$ cat config.mk
export PLATFORM = sky130hd
export DESIGN_NAME = vga_scan
export DESIGN_NICKNAME = d
export VERILOG_FILES = /design/src/rtl/vga_scan_pkg.sv /design/src/rtl/vga_axis_counter.sv /design/src/rtl/vga_scan.sv
export SDC_FILE = /design/constraint.sdc
export NUM_CORES = 1
export LEC_CHECK = 0
export BUFFER_PORTS_ARGS = -buffer_cell sky130_fd_sc_hd__buf_2
export CORE_ASPECT_RATIO = 2
export CORE_UTILIZATION = 55
export CTS_CLUSTER_SIZE = 16
export DETAILED_ROUTE_END_ITERATION = 16
export HOLD_SLACK_MARGIN = 0.02
export PLACE_DENSITY = 0.78
export RECOVER_POWER = 50
export SYNTH_ARGS = -nofsm -noshare
export SYNTH_HDL_FRONTEND = slang
export SYNTH_SLANG_ARGS = --single-unit
export TNS_END_PERCENT = 10
$ cat constraint.sdc
create_clock -name clk -period 2.4 [get_ports clk]
set_clock_uncertainty 0.2 [all_clocks]
set_input_delay 0.12 -clock clk [delete_from_list [all_inputs] [get_ports clk]]
set_output_delay 0.12 -clock clk [all_outputs]
set_load 0.1 [all_outputs]
$ cat src/rtl/vga_scan_pkg.sv
// vga_scan_pkg: shared 800x600 VGA timing constants, control bundle type and pixel helper
package vga_scan_pkg;
  localparam int H_ACTIVE = 800;
  localparam int H_FP = 56;
  localparam int H_SYNC = 120;
  localparam int H_BP = 64;
  localparam int H_TOTAL = H_ACTIVE + H_FP + H_SYNC + H_BP;
  localparam int V_ACTIVE = 600;
  localparam int V_FP = 37;
  localparam int V_SYNC = 6;
  localparam int V_BP = 23;
  localparam int V_TOTAL = V_ACTIVE + V_FP + V_SYNC + V_BP;
  localparam bit SYNC_POL = 1'b1;
  localparam int ADDR_W = 19;
  typedef struct packed {
    logic hs;
    logic vs;
    logic de;
  } vga_ctl_t;
  function automatic logic [11:0] expand_rgb(input logic [5:0] c);
    return {c[5:4], c[5:4], c[3:2], c[3:2], c[1:0], c[1:0]};
  endfunction
endpackage

$ cat src/rtl/vga_axis_counter.sv
// vga_axis_counter: wrapping position counter for one screen axis with active and sync window flags
// Ports: clk, rst_n (async, active-low), en (advance), last (at TOTAL-1),
//        active (cnt < ACTIVE), in_sync (SYNC_START <= cnt < SYNC_END)
module vga_axis_counter #(
  parameter int TOTAL = 1040,
  parameter int ACTIVE = 800,
  parameter int SYNC_START = 856,
  parameter int SYNC_END = 976,
  parameter int W = 11
) (
  input  logic clk,
  input  logic rst_n,
  input  logic en,
  output logic last,
  output logic active,
  output logic in_sync
);
  logic [W-1:0] cnt;
  always_ff @(posedge clk or negedge rst_n)
    if (!rst_n) cnt <= '0;
    else if (en) cnt <= last ? '0 : cnt + 1'b1;
  assign last = cnt == W'(TOTAL - 1);
  assign active = cnt < W'(ACTIVE);
  assign in_sync = cnt >= W'(SYNC_START) && cnt < W'(SYNC_END);
endmodule

$ cat src/rtl/vga_scan.sv
// vga_scan: VGA scan generator, one pixel every 2 clk, fetching from a 2-clk-latency frame buffer
// Ports: clk, rst_n (async, active-low); rd_addr frame-buffer address; rgb_in 2-2-2 pixel data
//        arriving 2 clk after rd_addr; hsync/vsync to monitor; vga_data 4-4-4 to DAC;
//        frame_start one-clk pulse when the scan wraps to pixel (0,0)
module vga_scan #(
  parameter int H_ACTIVE = vga_scan_pkg::H_ACTIVE,
  parameter int H_FP = vga_scan_pkg::H_FP,
  parameter int H_SYNC = vga_scan_pkg::H_SYNC,
  parameter int H_BP = vga_scan_pkg::H_BP,
  parameter int V_ACTIVE = vga_scan_pkg::V_ACTIVE,
  parameter int V_FP = vga_scan_pkg::V_FP,
  parameter int V_SYNC = vga_scan_pkg::V_SYNC,
  parameter int V_BP = vga_scan_pkg::V_BP,
  parameter bit SYNC_POL = vga_scan_pkg::SYNC_POL
) (
  input  logic                            clk,
  input  logic                            rst_n,
  output logic [vga_scan_pkg::ADDR_W-1:0] rd_addr,
  input  logic [5:0]                      rgb_in,
  output logic                            hsync,
  output logic                            vsync,
  output logic [11:0]                     vga_data,
  output logic                            frame_start
);
  import vga_scan_pkg::*;
  localparam int HT = H_ACTIVE + H_FP + H_SYNC + H_BP;
  localparam int VT = V_ACTIVE + V_FP + V_SYNC + V_BP;
  localparam logic [ADDR_W-1:0] ADDR_MAX = ADDR_W'(H_ACTIVE * V_ACTIVE - 1);
  logic pix_en, h_last, v_last, h_act, v_act, h_win, v_win, frame_wrap;
  vga_ctl_t raw, ctl_d;
  vga_axis_counter #(
    .TOTAL(HT), .ACTIVE(H_ACTIVE), .SYNC_START(H_ACTIVE + H_FP),
    .SYNC_END(H_ACTIVE + H_FP + H_SYNC), .W($clog2(HT))
  ) u_h (.clk, .rst_n, .en(pix_en), .last(h_last), .active(h_act), .in_sync(h_win));
  vga_axis_counter #(
    .TOTAL(VT), .ACTIVE(V_ACTIVE), .SYNC_START(V_ACTIVE + V_FP),
    .SYNC_END(V_ACTIVE + V_FP + V_SYNC), .W($clog2(VT))
  ) u_v (.clk, .rst_n, .en(pix_en & h_last), .last(v_last), .active(v_act), .in_sync(v_win));
  assign frame_wrap = pix_en & h_last & v_last;
  assign raw = '{h_win ? SYNC_POL : ~SYNC_POL, v_win ? SYNC_POL : ~SYNC_POL, h_act & v_act};
  // ctl_d lags the counters by one pixel, so it lines up with rgb_in for the same pixel;
  // rd_addr counts active pixels and saturates at the last one through the bottom blanking.
  always_ff @(posedge clk or negedge rst_n)
    if (!rst_n) begin
      pix_en <= 1'b0;
      rd_addr <= '0;
      ctl_d <= '{~SYNC_POL, ~SYNC_POL, 1'b0};
      vga_data <= '0;
      frame_start <= 1'b0;
    end else begin
      pix_en <= ~pix_en;
      frame_start <= frame_wrap;
      vga_data <= ctl_d.de ? expand_rgb(rgb_in) : 12'h000;
      if (pix_en) begin
        ctl_d <= raw;
        rd_addr <= frame_wrap ? '0 : (raw.de && rd_addr != ADDR_MAX) ? rd_addr + 1'b1 : rd_addr;
      end
    end
  assign hsync = ctl_d.hs;
  assign vsync = ctl_d.vs;
endmodule

==> results of run 1 <==
[state kept, by name, summed over array words and instances (netlist names)]
name / count
ctl_d: 1
frame_start: 1
hsync: 1
pix_en: 1
rd_addr: 19
u_h.cnt: 11
u_v.cnt: 10
vga_data: 6
vsync: 1
[worst max-delay path: cells and delay by family (launching register included)]
kind	cells	cell delay [ns]
AOI/OAI and AO/OA	4	0.99
and+or+nand+nor	1	0.53
DFF	1	0.46
[cell type report]
cell class              count  area, sq um
clock buffers               5        68.82
clock inverters             3        23.77
fillers                   391         1540
inverters                   9        33.78
multi-input cells         201         1280
flip-flops and latches     51         1291
well taps                  55        68.82
repair buffers             59        335.3
[per-layer routing]
layer | wire length (um) | part of all wire
met1 | 2344 | 0.39
met2 | 3329 | 0.55
met3 | 194 | 0.032
met4 | 172 | 0.028
met5 | 0 | 0
[what timing repair did]
item                                    4_1_cts  5_1_grt
endpoints found under the hold margin        26        0
endpoints found under the setup margin        0        1
hold buffers                                  7        0
gates resized for setup                       0        1
[worst max path at each step]
| stage | end | slack (ns) | cells after the start |
|---|---|---|---|
| after CTS | rd_addr[9]$_DFFE_PN0P_ | 0.14 | 5 |
| after global routing | rd_addr[15]$_DFFE_PN0P_ | 0.05 | 5 |
| after detailed placement | rd_addr[9]$_DFFE_PN0P_ | 0.16 | 5 |
| final | rd_addr[9]$_DFFE_PN0P_ | 0.15 | 5 |
| after floorplan | rd_addr[13]$_DFFE_PN0P_ | 0.0008 | 5 |
| after global placement | rd_addr[15]$_DFFE_PN0P_ | 0.23 | 5 |
[report_power, final]
| part | leakage (nW) | switching [mW] | internal (mW) |
|---|---|---|---|
| sequential | 0.652 | 0.00223 | 0.864 |
| clock | 0.0408 | 0.305 | 0.209 |
| combinational | 0.667 | 0.103 | 0.0199 |
[kinds of logic (layout without fill, tap and decap cells)]
| logic type | count (synthesis) | in the layout |
|---|---|---|
| AO/OA/AOI/OAI | 53 | 53 |
| flip-flops | 51 | 51 |
| multiplexers | 2 | 2 |
| buffers and inverters | 26 | 76 |
| AND/OR/NAND/NOR | 123 | 123 |
| XOR/XNOR | 17 | 17 |
| adder cells (fa/ha/maj) | 6 | 6 |
[layout by cell type (no fill, tap or decap), types with 3 or more instances in the layout]
| cell type | n |
|---|---|
| a21oi_1 | 11 |
| dfrtp_2 | 12 |
| nor3_1 | 6 |
| xor2_1 | 4 |
| and3_1 | 4 |
| dlygate4sd3_1 | 7 |
| nor2b_1 | 3 |
| and2_0 | 3 |
| nand4_1 | 10 |
| and2_1 | 6 |
| nand3_1 | 19 |
| o21ai_0 | 19 |
| and4_1 | 3 |
| or4_1 | 3 |
| buf_4 | 7 |
| dfrtp_1 | 39 |
| nand2_1 | 30 |
| nor4b_1 | 4 |
| nor2_1 | 15 |
| inv_1 | 8 |
| ha_1 | 6 |
| clkbuf_1 | 10 |
| o21ai_1 | 3 |
| buf_2 | 33 |
| clkbuf_8 | 5 |
| o31ai_1 | 5 |
| xnor2_1 | 13 |
| or3_1 | 3 |
==> metrics.txt, run 1 <==
run status completed; share of the synthesized area in the top cell type 0.4724; sequential area share after synthesis 0.4724; initial antenna violation count 0; number of global-route vias before repair 2,278; Post-Route Setup TNS 0 ns; DP Worst Slack 0.1583 ns; WHS Endpoint hsync$_DFFE_PN0P_; critical-path cell with the highest stage delay or4_1; first-pass GRT wire length 10,090 um; Setup crit start u_h.cnt[7]$_DFFE_PN0P_; area post-placement 2955 sq um; final hold slack 0.2900 ns; flop2flop setup slack 0.15 ns; met3 GRT Util 0.04072; number of buffers created by CTS 5; #FFs+latches synth 51; top post-synthesis cells by count 51 x dfrtp_1, 30 x nand2_1, 19 x nand3_1, 19 x o21ai_0, 15 x nor2_1; die span in x 51.56 um; syn_nets 292; fmax 444.6 MHz; top_reg_cell synth dfrtp_1; share of synthesized area spent on multiplexers 0.007411; yosys warns 0; Synth Area in Simple Gates 0.2575; R2R Path End rd_addr[9]$_DFFE_PN0P_; # IOs 42; largest family of logic cells by synthesized area simple AND/OR/NAND/NOR gates; CTS tree done; worst slew pin tran between 1 and 1.5 ns; Synth Instances 278; largest net degree at the start of global routing 23; cells along the critical path o311ai_2 > o2111ai_1 > a21o_2 > or4_1 > a21oi_1; final hold vios 0; Syn-to-layout area delta 14.82%; Critical Path Source Type flip-flop; Placer Congestion 0.8691; Vias 2,249; post-synthesis xor/xnor area fraction 0.05512; Arr. time, crit path 2.29 ns; Rows 35; Peak VDD IR 0.4517 mV; Finished Core Util 0.6682; Antenna Nets Post-Route 0; worst hold path type flip-flop to flip-flop; GRT Overall Usage 0.2583; Clock transition at path regs ~0.10 ns; H-tree levels 2; Critical Path Sink Type flip-flop; clk sinks 51; complex-gate fraction of the synthesized area 0.1237; Worst R2R Start u_h.cnt[7]$_DFFE_PN0P_; Cell Area, Synth around 2700 sq um; PD cells 484.4 nW/um^2; Slew Limit Fails 0; Tmin final 2.249 ns; Initial Utilization 0.5819; worst skew pair latency between 0.3 and 0.4 ns; Worst R2R Path Depth 5; post-CTS setup buffers 0; share of cells above drive strength 1 0.2195; Routed WL about 6000 um; number of diodes 0; CP required 2.44 ns; RSZ-0062 raised after global routing false; Yosys top cell by area dfrtp_1; crit path kind flip-flop to flip-flop; Pwr Total 1.502 mW; fin area around 3100 sq um; M2 GR Usage 0.4755; period utilisation layout 0.9371; Clock Path Buffers 2; GR Util met1 0.2748; Via density 5.872; Async SR Flop Fraction 1.000; most frequent cell after synthesis dfrtp_1; Slew headroom 0.1448; HPWL after DPL between 4000 and 5000 um; number of synthesized flops with an enable pin 0; drt wl/cell 15.77 um; worst stage delay on the critical path 0.53 ns; gr ovfl total 0; Iter 0 DRT Violations 53; Cell variety after synth 49; Setup violations, final 0; Placed Cells 368; leakage power 1.360 nW; drt pass-1 iters 4; die height 101.1 um; worst setup margin roughly 0.15 ns; Area contributors post-synth dfrtp_1 47%, xnor2_1 4.2%, nand2_1 4.2%; Crit Path Max Fanout 14; GR peak layer met2; root buf cell clkbuf_8; synthesized area per cell between 9 and 10 sq um; Die Area between 5000 and 6000 sq um; Core Area 4642 sq um; adder-cell share of the synthesized area 0.02779; hold path startpoint hsync$_DFFE_PN0P_; Cell Count, Final, Fillers Out between 300 and 400; PortBufs 41; max cap viols 0; drc violations 0; hold depth 1; Final Net Count 341
No activity file was read; power rests on OpenSTA's default activity.
==> run 2, diff against run 1 <==
CORE_UTILIZATION = 51   (was 55)
PLACE_DENSITY = 0.76   (was 0.78)
clock period = 2 ns   (was 2.4 ns; I/O delays follow)
==> run 2 against run 1 <==
Net effect:
- flip-flop and latch count stayed put
- fmax is 6.3% higher
- routed wire length is 14% higher
- highest routed layer unchanged
- power is 30% higher
- largest power group unchanged
- non-clock buffer count is 36 higher
- the flow now finishes with violations (setup timing)
- largest cell class is now multi-input combinational cells
- global-route usage is 1.9 points higher
==> metrics.txt, run 2 (synthesized netlist as in run 1, its figures left out) <==
Gate power share 0.077; Pint 1.474 mW; largest net degree at the start of global routing 25; Die Area 5609 sq um; final hold slack 0.2967 ns; RSZ-0062 raised after global routing true; die height 104.9 um; fmax 472.9 MHz; Setup crit start rd_addr[15]$_DFFE_PN0P_; share of cells above drive strength 1 0.3791; Routed WL 6879 um; Finished Core Util 0.6939; Antenna Nets Post-Route 0; Rows 37; Setup crit end rd_addr[6]$_DFFE_PN0P_; sequential power share 0.530; number of buffers created by CTS 5; die span in x 53.46 um; # IOs 42; switching part of the total 0.2476; initial antenna violation count 0; drt pass-1 iters 4; Core Area between 5000 and 6000 sq um; Critical Path Sink Type flip-flop; R2R Path End rd_addr[6]$_DFFE_PN0P_; Crit Path Max Fanout 9; Pwr Total 1.959 mW; Clock transition at path regs approximately 0.090 ns; worst slew pin tran around 1.3 ns; PD cells 549.5 nW/um^2; final hold vios 0; Reg with most FFs rd_addr; Clock Path Buffers 2; run status complete, but fails checks; period utilisation layout 1.057; Iter 0 DRT Violations 64; max cap viols 0; PortBufs 41; Tmin final 2.115 ns; CTS tree done; worst skew pair latency 0.32 ns; Regs by FF count rd_addr: 19 flops, u_h.cnt: 11 flops, u_v.cnt: 10 flops; H-tree levels 2; HPWL after DPL 4936 um; CP required 2.04 ns; drc violations 0; flop2flop setup slack -0.11 ns; gr ovfl total 0; Worst R2R Start rd_addr[15]$_DFFE_PN0P_; Placer Congestion 0.8676; Setup violations, final 11; failing checks setup timing; worst setup margin -0.1148 ns; crit path kind flip-flop to flip-flop; Placed Cells 406; leakage power around 1.6 nW; most frequent cells in the layout 41 x buf_4, 40 x buf_2, 31 x dfrtp_1; number of global-route vias before repair around 2.4k; Initial Utilization 0.5257; Slew Limit Fails 0; GRT Overall Usage 0.2770; Final Net Count 377; Post-Route Setup TNS -0.7461 ns; Worst R2R Path Depth 6; first-pass GRT wire length 11,220 um; Peak VDD IR roughly 0.65 mV; number of diodes 0; commonest non-fill, non-tap cell in the layout buf_4; clk sinks slightly above 50; drt wl/cell 16.30 um; Via density 5.886; Cell Count, Final, Fillers Out about 420; Slew headroom 0.1585; P_sw a little under 0.5 mW; clock network power share 0.393; Critical Path Source Type flip-flop; worst hold path type flip-flop to flip-flop; Syn-to-layout area delta 32.01%; root buf cell clkbuf_8; Vias 2,484; Arr. time, crit path around 2.2 ns; Largest register FFs 19
run 2: changes by cell type in the layout (fill, tap and decap cells not counted), sizes merged:
cell,before,now
bufinv,0,1
clkbuf,17,10
buf,40,84
clkinvlp,2,0
run 2: cell type report:
class	instances	area, sq um
Clock buffer	6	82.58
Clock inverter	2	38.79
Fill cell	385	1573
Inverter	9	33.78
Multi-Input combinational cell	201	1373
Sequential cell	51	1314
Tap cell	58	72.57
Timing Repair Buffer	95	651.9
run 2: timing repair:
action	in CTS	in global routing
gates resized for setup	11	9
pin swaps	3	9
hold buffers	7	0
endpoints found under the hold margin	48	0
setup buffers	1	0
setup endpoints to repair	15	25
run 2: worst min-delay path by stage:
stage	from	to	slack (ns)	cells after the start
2_1_floorplan	rst_n	ctl_d[0]$_DFFE_PN0P_	-0.40	0
3_3_place_gp	rst_n	frame_start$_DFF_PN0_	-0.09	1
3_5_place_dp	rst_n	frame_start$_DFF_PN0_	-0.09	1
4_1_cts	rst_n	frame_start$_DFF_PN0_	0.1	2
5_1_grt	rgb_in[2]	vga_data[6]$_DFF_PN0_	0.33	3
6_report	vsync$_DFFE_PN0P_	vsync$_DFFE_PN0P_	0.30	1
run 2: per-layer routing:
layer,up-vias,GRT usage,share of wire
met5,-,0,0
met4,0,0.1447,0.039
met3,25,0.04512,0.038
met2,82,0.4973,0.57
met1,1218,0.2845,0.36
li1,1159,-,-
run 2: stage by stage:
stage | setup slack (ns) | area, sq um
CTS | -0.1159 | 3533
floorplan | -0.2268 | 2745
global route | -0.2178 | 3566
global placement | -0.09016 | 3262
finish | -0.1148 | 3566
detailed placement | -0.1674 | 3262
run 2: power by group through the flow:
stage	combinational (mW)	clock, mW	sequential, mW
after floorplan	0.0603	0	1.11
after global placement	0.141	0	1.06
after detailed placement	0.142	0	1.06
after CTS	0.153	0.780	1.04
after global routing	0.159	0.828	1.04
final	0.151	0.770	1.04
run 2: worst max-delay path: stages (launching register included):
cell,delay (ns)
dfrtp_4,0.48
or4b_4,0.55
nor3_4,0.27
a21o_4,0.21
buf_12,0.12
o21ai_2,0.05
a21oi_1,0.15
